===== src/rtl/uart_pkg.sv =====
// Shared UART definitions: frame geometry, oversampling constants and the
// receiver/transmitter state encoding.
package uart_pkg;

    localparam int OVERSAMPLE    = 16;
    localparam int MID_SAMPLE    = 7;
    localparam int DATA_BITS     = 8;
    localparam int CLKS_PER_TICK = 28;

    typedef enum logic [1:0] {
        IDLE,
        START,
        DATA,
        STOP
    } uart_state_t;

endpackage


===== src/rtl/uart_rx_if.sv =====
// Host-side byte interface of the UART receiver: received byte, status flags
// and the consumer acknowledge.
interface uart_rx_if;
    import uart_pkg::*;

    logic [DATA_BITS-1:0] data;
    logic                 rdy;
    logic                 rdy_clr;
    logic                 frame_err;
    logic                 overrun;
    logic                 busy;

    modport master (
        output data,
        output rdy,
        output frame_err,
        output overrun,
        output busy,
        input  rdy_clr
    );

    modport slave (
        input  data,
        input  rdy,
        input  frame_err,
        input  overrun,
        input  busy,
        output rdy_clr
    );

endinterface


===== src/rtl/uart_rx_sync_2ff.sv =====
// Flop-chain synchronizer for an asynchronous input that idles high; every
// stage resets to 1 so reset never fakes a falling edge.
module sync_2ff #(
    parameter int STAGES = 2
) (
    input  logic clk_50m,
    input  logic rst,
    input  logic d,
    output logic q
);

    logic [STAGES-1:0] sync_reg;

    always_ff @(posedge clk_50m) begin
        if (rst) begin
            sync_reg <= '1;
        end else begin
            sync_reg <= {sync_reg[STAGES-2:0], d};
        end
    end

    assign q = sync_reg[STAGES-1];

endmodule


===== src/rtl/uart_rx.sv =====
// 16x-oversampling 8N1 UART receiver: recovers bytes from rx and holds them
// behind a sticky rdy flag with frame-error and overrun reporting.
module uart_rx #(
    parameter int DATA_BITS  = uart_pkg::DATA_BITS,
    parameter int OVERSAMPLE = uart_pkg::OVERSAMPLE,
    parameter int MID_SAMPLE = uart_pkg::MID_SAMPLE
) (
    input  logic      clk_50m,
    input  logic      rst,
    input  logic      rxclk_en,
    input  logic      rx,
    uart_rx_if.master host
);
    import uart_pkg::*;

    localparam int                CNT_W    = $clog2(OVERSAMPLE);
    localparam int                IDX_W    = $clog2(DATA_BITS);
    localparam logic [CNT_W-1:0]  MID_CNT  = CNT_W'(MID_SAMPLE);
    localparam logic [CNT_W-1:0]  LAST_CNT = CNT_W'(OVERSAMPLE - 1);
    localparam logic [IDX_W-1:0]  LAST_IDX = IDX_W'(DATA_BITS - 1);

    logic                 rx_s;

    uart_state_t          state_reg,     state_next;
    logic [CNT_W-1:0]     cnt_reg,       cnt_next;
    logic [IDX_W-1:0]     bit_idx_reg,   bit_idx_next;
    logic [DATA_BITS-1:0] shift_reg,     shift_next;
    logic [DATA_BITS-1:0] data_reg,      data_next;
    logic                 rdy_reg,       rdy_next;
    logic                 frame_err_reg, frame_err_next;
    logic                 overrun_reg,   overrun_next;
    logic                 busy_reg,      busy_next;

    sync_2ff #(
        .STAGES (2)
    ) u_sync (
        .clk_50m (clk_50m),
        .rst     (rst),
        .d       (rx),
        .q       (rx_s)
    );

    always_ff @(posedge clk_50m) begin
        if (rst) begin
            state_reg     <= IDLE;
            cnt_reg       <= '0;
            bit_idx_reg   <= '0;
            shift_reg     <= '0;
            data_reg      <= '0;
            rdy_reg       <= 1'b0;
            frame_err_reg <= 1'b0;
            overrun_reg   <= 1'b0;
            busy_reg      <= 1'b0;
        end else begin
            state_reg     <= state_next;
            cnt_reg       <= cnt_next;
            bit_idx_reg   <= bit_idx_next;
            shift_reg     <= shift_next;
            data_reg      <= data_next;
            rdy_reg       <= rdy_next;
            frame_err_reg <= frame_err_next;
            overrun_reg   <= overrun_next;
            busy_reg      <= busy_next;
        end
    end

    always_comb begin
        state_next     = state_reg;
        cnt_next       = cnt_reg;
        bit_idx_next   = bit_idx_reg;
        shift_next     = shift_reg;
        data_next      = data_reg;
        rdy_next       = rdy_reg;
        frame_err_next = frame_err_reg;
        overrun_next   = overrun_reg;

        // The acknowledge acts every cycle; a completing good frame below overrides it.
        if (host.rdy_clr) begin
            rdy_next     = 1'b0;
            overrun_next = 1'b0;
        end

        if (rxclk_en) begin
            case (state_reg)
                IDLE: begin
                    if (!rx_s) begin
                        state_next = START;
                        cnt_next   = '0;
                    end
                end

                START: begin
                    if (cnt_reg == MID_CNT) begin
                        cnt_next = '0;
                        if (!rx_s) begin
                            state_next   = DATA;
                            bit_idx_next = '0;
                        end else begin
                            state_next = IDLE;
                        end
                    end else begin
                        cnt_next = cnt_reg + 1'b1;
                    end
                end

                DATA: begin
                    // Counter wraps 15 -> 0 so the next sample lands a full bit later.
                    cnt_next = cnt_reg + 1'b1;
                    if (cnt_reg == LAST_CNT) begin
                        shift_next = {rx_s, shift_reg[DATA_BITS-1:1]};
                        if (bit_idx_reg == LAST_IDX) begin
                            state_next = STOP;
                        end else begin
                            bit_idx_next = bit_idx_reg + 1'b1;
                        end
                    end
                end

                STOP: begin
                    cnt_next = cnt_reg + 1'b1;
                    if (cnt_reg == LAST_CNT) begin
                        state_next = IDLE;
                        cnt_next   = '0;
                        if (rx_s) begin
                            data_next      = shift_reg;
                            rdy_next       = 1'b1;
                            frame_err_next = 1'b0;
                            if (rdy_reg && !host.rdy_clr) begin
                                overrun_next = 1'b1;
                            end
                        end else begin
                            frame_err_next = 1'b1;
                        end
                    end
                end

                default: begin
                    state_next = IDLE;
                    cnt_next   = '0;
                end
            endcase
        end

        busy_next = (state_next != IDLE);
    end

    assign host.data      = data_reg;
    assign host.rdy       = rdy_reg;
    assign host.frame_err = frame_err_reg;
    assign host.overrun   = overrun_reg;
    assign host.busy      = busy_reg;

endmodule


===== src/flat_wrapper.sv =====
// flat-port wrapper written by rule: the top's interface ports become plain ports
module uart_rx_flat import uart_pkg::*;
#(
    parameter int DATA_BITS  = uart_pkg::DATA_BITS,
    parameter int OVERSAMPLE = uart_pkg::OVERSAMPLE,
    parameter int MID_SAMPLE = uart_pkg::MID_SAMPLE
)
  (clk_50m, rst, rxclk_en, rx, host_data, host_rdy, host_frame_err, host_overrun, host_busy, host_rdy_clr);
  uart_rx_if host_i ();
  input  logic clk_50m;
  input  logic rst;
  input  logic rxclk_en;
  input  logic rx;
  output wire logic [$bits(host_i.data)-1:0] host_data;
  output wire logic [$bits(host_i.rdy)-1:0] host_rdy;
  output wire logic [$bits(host_i.frame_err)-1:0] host_frame_err;
  output wire logic [$bits(host_i.overrun)-1:0] host_overrun;
  output wire logic [$bits(host_i.busy)-1:0] host_busy;
  input wire logic [$bits(host_i.rdy_clr)-1:0] host_rdy_clr;
  assign host_data = host_i.data;
  assign host_rdy = host_i.rdy;
  assign host_frame_err = host_i.frame_err;
  assign host_overrun = host_i.overrun;
  assign host_busy = host_i.busy;
  assign host_i.rdy_clr = host_rdy_clr;
  uart_rx #(.DATA_BITS(DATA_BITS), .OVERSAMPLE(OVERSAMPLE), .MID_SAMPLE(MID_SAMPLE)) u_core (.clk_50m(clk_50m), .rst(rst), .rxclk_en(rxclk_en), .rx(rx), .host(host_i));
endmodule

===== config.mk =====
export PLATFORM = sky130hd
export DESIGN_NAME = uart_rx_flat
export DESIGN_NICKNAME = d
export VERILOG_FILES = /design/src/rtl/uart_pkg.sv /design/src/rtl/uart_rx_if.sv /design/src/rtl/uart_rx_sync_2ff.sv /design/src/rtl/uart_rx.sv /design/src/flat_wrapper.sv
export SDC_FILE = /design/constraint.sdc
export NUM_CORES = 1
export LEC_CHECK = 0
export BUFFER_PORTS_ARGS = -buffer_cell sky130_fd_sc_hd__buf_2
export CORE_MARGIN = 2
export CORE_UTILIZATION = 30
export CTS_CLUSTER_DIAMETER = 150
export DETAILED_ROUTE_END_ITERATION = 10
export PLACE_DENSITY_LB_ADDON = 0.05
export REMOVE_ABC_BUFFERS = 1
export SLEW_MARGIN = 10
export SYNTH_ARGS = -nofsm -noshare
export SYNTH_HDL_FRONTEND = slang
export SYNTH_SLANG_ARGS = --single-unit

===== constraint.sdc =====
create_clock -name clk_50m -period 1.9 [get_ports clk_50m]
set_input_delay 0.57 -clock clk_50m [delete_from_list [all_inputs] [get_ports clk_50m]]
set_output_delay 0.57 -clock clk_50m [all_outputs]
set_load 0.02 [all_outputs]

-- Word-level counts from Yosys, hierarchy flattened
Cells that the tools add are included.
- output and inout bits: 12
- bits in registers: 31
- bits of input ports: 5
- logic and storage cells: 62
- $add $sub $neg: 2
- reductions and logical operators: 10
- multiplexer cells: 29
- equal/unequal tests: 11
- operator list (operator ; number):
    $pmux 4 s4 ; 1
    $mux 2 ; 7
    $mux 1 ; 12
    $mux 3 ; 4
    $mux 4 ; 3
    $pmux 2 s4 ; 1
    $ne 2x2->1 const B ; 3
    $pmux 3 s2 ; 1
    $reduce_and 3->1 ; 2
    $reduce_and 6->1 ; 1
    $add 4x1->4 const B ; 1
    $eq 2x2->1 const B ; 2
    $eq 4x3->1 const B ; 1
    $eq 4x4->1 const B ; 1
    $ne 2x1->1 const B ; 2
    $reduce_and 4->1 ; 1
    $reduce_bool 2->1 ; 2
    $add 3x1->3 const B ; 1
    $eq 3x3->1 const B ; 1
    $eq 2x1->1 const B ; 1
    $logic_not 2->1 ; 1
    $reduce_and 2->1 ; 1
    $logic_and 1x1->1 ; 1
    $logic_not 1->1 ; 1

-- Depth between registers and ports, before layout
- depth in word-level cells: 7
- gate-level depth with buffers: 6
- mapped depth without buffers: 6

-- Modules after synthesis
From an unflattened synthesis, not the netlist that was laid out.
- cell total of the unflattened synthesis: 134
- area, all modules: 1323.8 µm²
- modules (own cells, without submodules) (module ; times used ; cells an instance ; area an instance (µm²) ; seq. area each (µm²)):
    uart_rx ; 1 ; 130 ; 1271.2 ; 580.6
    sync_2ff ; 1 ; 4 ; 52.6 ; 40.0

-- Worst setup path after synthesis
Ideal clock, no wire load.
- path type: input -> register
- start point: input rxclk_en
- end point: register u_core.shift_reg[0]
- slack: 0.319 ns
- data required time: 1.772 ns
- setup time: 0.128 ns
- cell stages on the path: 5
- arrival: 1.454 ns
- path buffers: 1
- path through: buf_4 -> nand2_1 -> nor3_4 -> mux2i_1 -> nor2_1
- word-level cells in the longest chain between the ends: 1
- RTL lines (element ; RTL line ; source):
    start, declared ; flat_wrapper.sv:12 ; input logic rxclk_en;
    $reduce_and 3->1 (no source line) ; n/a ;
    end signal, assigned ; uart_rx.sv:58 ; shift_reg <= shift_next;
    end, declared ; uart_rx.sv:27 ; logic [DATA_BITS-1:0] shift_reg, shift_next;
Every way passes these cells.
A chain may end at the register's enable or synchronous reset.

-- Worst setup path after layout
- start point: register u_core.cnt_reg[0]
- end point: register u_core.shift_reg[1]
- word-level cells in the longest chain between the ends: 2
- RTL lines (element ; RTL line ; source):
    start, declared ; uart_rx.sv:25 ; logic [CNT_W-1:0] cnt_reg, cnt_next;
    start signal, assigned ; uart_rx.sv:56 ; cnt_reg <= cnt_next;
    $eq 4x4->1 ; uart_rx.sv:109 ; if (cnt_reg == LAST_CNT) begin
    $reduce_and 3->1 (no source line) ; n/a ;
Every way passes these cells.

==> results summary <==
The capturing element type of the critical path is a register. The initialized floorplan defines 24 standard-cell rows. The mux cell area share after synthesis is 0.157.

The tightest min-delay check is of the register to register type. The total iterations of the first detailed-routing run is 4. The weighted congestion at the end of routability-driven global placement came out at approximately 0.71.

The number of different library cells in the post-synthesis netlist is 34. The cell at the root of the clock tree is sky130_fd_sc_hd__clkbuf_8. The aggregate global-route resource usage is 0.111. The post-route clock period utilization is 0.824. The synthesized-area fraction occupied by adder cells is 0.0280. The die covers 0.00501 mm². The post-synthesis xor/xnor area fraction is 0. The first global-routing pass estimated 4.31 mm of wire. 17 I/O pins were placed. The post-synthesis to final-layout area growth is 15.0%. On the worst path, the slowest cell contributes a delay of 370 ps. The count of hold-fix buffers inserted at cts came out at 0. The number of antenna violations at the first check in global routing is 0. The clock reaches the later pin of the worst-skew pair after about 280 ps. The measured slew at the worst slew-check pin came out at 410 ps. The post-detailed-placement half-perimeter wirelength is 1.75 mm. The setup clock skew after layout is 9.29 ps.

Across all hold checks on the routed design, the worst slack comes to 410 ps. The max-cap violation count is 0. The most used routing layer is met2.

The average wire per standard cell is 12.1 µm. In this run, the number of DRC markers left after iteration 0 of detailed routing was just over 60. Counting both buffers and inverters, the worst setup path holds a total of 1.

The met2 track demand over resource in global routing is 0.166. In this run the standard cell core region covers 0.00432 mm². The standard cell with the maximum stage delay on the critical path is sky130_fd_sc_hd__dfxtp_1.

The summed negative setup slack over all endpoints is 0 ps. The average via count per standard cell is 4.69. The data required time of the critical path is 2050 ps. The Yosys warning count is 0. The signal on the critical path passes through ha_1 > nand2_1 > nor3_4 > buf_4 > mux2i_1 > nor2_1.

The count of inserted antenna diode cells is 0. The number of buffers inserted by post-CTS setup repair came out at 0. The fraction of the mapped netlist area in compound gates came to 0.0776. For met3 alone, demand over resource in global routing was 0.0442.

Synthesis handed over a netlist of 140 instances. Setup repair after global routing left no endpoint under its margin. The highest clock frequency the design can meet is 638 MHz. The headroom to the max-slew limit is 0.726. The leakage power summed over all cells is 0.710 nW. The number of stages on the worst setup path is 6. The routed wire length is 2.54 mm. The DRC violations left is 0. The count of vias placed by the detailed router is 985. By area, the combinational part of the netlist is dominated by simple AND/OR/NAND/NOR gates. In this run the tool buffered the top-level ports with 16 buffer cells. The startpoint class of the critical path is a register. The initial core utilization is 0.310.

The number of cells on the worst reg-to-reg path is 6. The floorplan die height is 70.8 µm. The share of final-layout standard cells stronger than drive strength 1 came out at 0.209. The most common library cell in the layout ignoring fill and taps is sky130_fd_sc_hd__dfxtp_1.

The maximum fanout count along the critical path is 8. The flow ran to the end, and the final reports show no timing, DRC or antenna violations. The count of nets left with antenna violations once routing finished came out at 0. The via count of the first global-routing pass is 903. At the end of the flow, the number of nets in the layout was 165.

The synthesis-stage register bit count came out at 31. The count of final max-slew check failures came to 0. The cell family contributing the most delay on the critical path is simple AND/OR/NAND/NOR gates. The aggregate global routing overflow is 0. The simple-gate area share of the yosys netlist is 0.227.

The portion of the post-synthesis area used by sequential elements came out at 0.464. The post-synthesis area per instance came out at about 9.6 µm². TritonCTS built the clock tree.

The critical path is of the register to register type. The number of cells on the worst hold path came out at 1. The peak ir drop on the vdd network came out at 0.331 mV. After clock tree synthesis, the clock-pin slew on the worst setup and hold paths is roughly 60 ps. The post-cts resize count is 0. The arrival time of data at the critical path endpoint came out at 1720 ps. The width of the die is 70.8 µm. The number of sinks driven by the clock tree came out at 31. The final hold violation count came out at 0. TritonCTS created 5 clock buffers. Leaving out fill and tap cells, the most frequent cells in the layout are sky130_fd_sc_hd__dfxtp_1 (31), sky130_fd_sc_hd__nor2_1 (26), sky130_fd_sc_hd__mux2i_1 (21), sky130_fd_sc_hd__buf_2 (16), sky130_fd_sc_hd__a21oi_1 (6). The total setup violations reported at the end of the flow came out at 0. The smallest clock period supported by the final layout is computed as roughly 1600 ps. The number of H-tree levels is 2. The maximum number of pins on one net before global-route repair is 23. The power per unit of standard cell area is 767 mW/mm².

After filler insertion, the fill cell instance count of the layout stands at 472. In the global route stage, met1 resource usage came out at 0.140. In this run the cell area of the synthesized design comes to 0.00134 mm². The deepest clock path buffer count came out at 2.
==> routing by layer <==
| layer | wire [µm] | part of all wire |
|---|---|---|
| met5 | 0 | 0 |
| met4 | 31 | 0.012 |
| met3 | 101 | 0.040 |
| met2 | 1120 | 0.44 |
| met1 | 1290 | 0.51 |
==> worst register-to-register path: cells and delay by family (launching register included) <==
family                     cells  cell delay (ps)
muxes                          1              200
adders and majority gates      1              290
DFF                            1              370
buffers and inverters          1              210
and+or+nand+nor                3              380
==> Yosys cell counts, drive strengths merged <==
library cell / instances / area share
and4: 1 / 0.0065
and2b: 1 / 0.0056
nor4b: 1 / 0.0065
and4b: 1 / 0.0075
nand2b: 3 / 0.020
or2: 4 / 0.019
nand2: 5 / 0.014
dfxtp: 31 / 0.46
and4bb: 1 / 0.0093
a21oi: 6 / 0.022
ha: 3 / 0.028
nand3: 3 / 0.011
mux2i: 21 / 0.16
a31oi: 1 / 0.0047
nor2: 26 / 0.073
o2111ai: 1 / 0.0065
buf: 5 / 0.024
nor3: 2 / 0.016
inv: 4 / 0.011
o21ai: 4 / 0.021
and3: 3 / 0.014
and2: 2 / 0.0093
a22oi: 1 / 0.0056
o211ai: 1 / 0.0056
clkbuf: 4 / 0.011
nand4: 2 / 0.0093
nand4b: 1 / 0.0065
a311oi: 1 / 0.0065
a211oi: 1 / 0.0056
==> path summary, 6_finish.rpt <==
kind	from	slack, ps	end
min	u_core.u_sync.sync_reg[0]	410	u_core.u_sync.sync_reg[1]
min reg2reg	u_core.u_sync.sync_reg[0]	410	u_core.u_sync.sync_reg[1]
max reg2reg	u_core.cnt_reg[0]	330	u_core.shift_reg[1]
max	u_core.cnt_reg[0]	330	u_core.shift_reg[1]
==> report_power, final <==
| part | total, mW | switching (mW) | internal [mW] |
|---|---|---|---|
| registers | 0.658 | 0.00408 | 0.654 |
| logic | 0.0304 | 0.0194 | 0.0110 |
| clock network | 0.493 | 0.237 | 0.257 |
| total | 1.18 | 0.260 | 0.921 |
==> logic make-up (layout without fill, tap and decap cells) <==
family | after synthesis | in the layout
AND/OR/NAND/NOR | 56 | 56
flip-flops | 31 | 31
multiplexers | 21 | 21
AO/OA/AOI/OAI | 16 | 16
buffers and inverters | 13 | 31
adder cells (fa/ha/maj) | 3 | 3
==> final cells by class <==
cell class / count / area [µm²] / area share
timing repair buffer: 19 / 103 / 0.0666
clock inverter: 1 / 5.00 / 0.00325
multi-input combinational: 96 / 656 / 0.426
clock buffer: 7 / 76.3 / 0.0496
sequential: 31 / 621 / 0.403
inverter: 4 / 15.0 / 0.00975
tap: 52 / 65.1 / 0.0422
==> through the flow <==
stage	worst slack [ps]	total power, mW	cells	utilization	area [µm²]
2_1_floorplan	323	0.682	131	-	1290
3_3_place_gp	235	0.704	202	0.337	1460
3_5_place_dp	251	0.703	202	0.337	1460
4_1_cts	312	1.21	210	0.356	1540
5_1_grt	193	1.24	210	0.356	1540
6_report	334	1.18	210	0.356	1540
(Power assumes the default switching activity.)
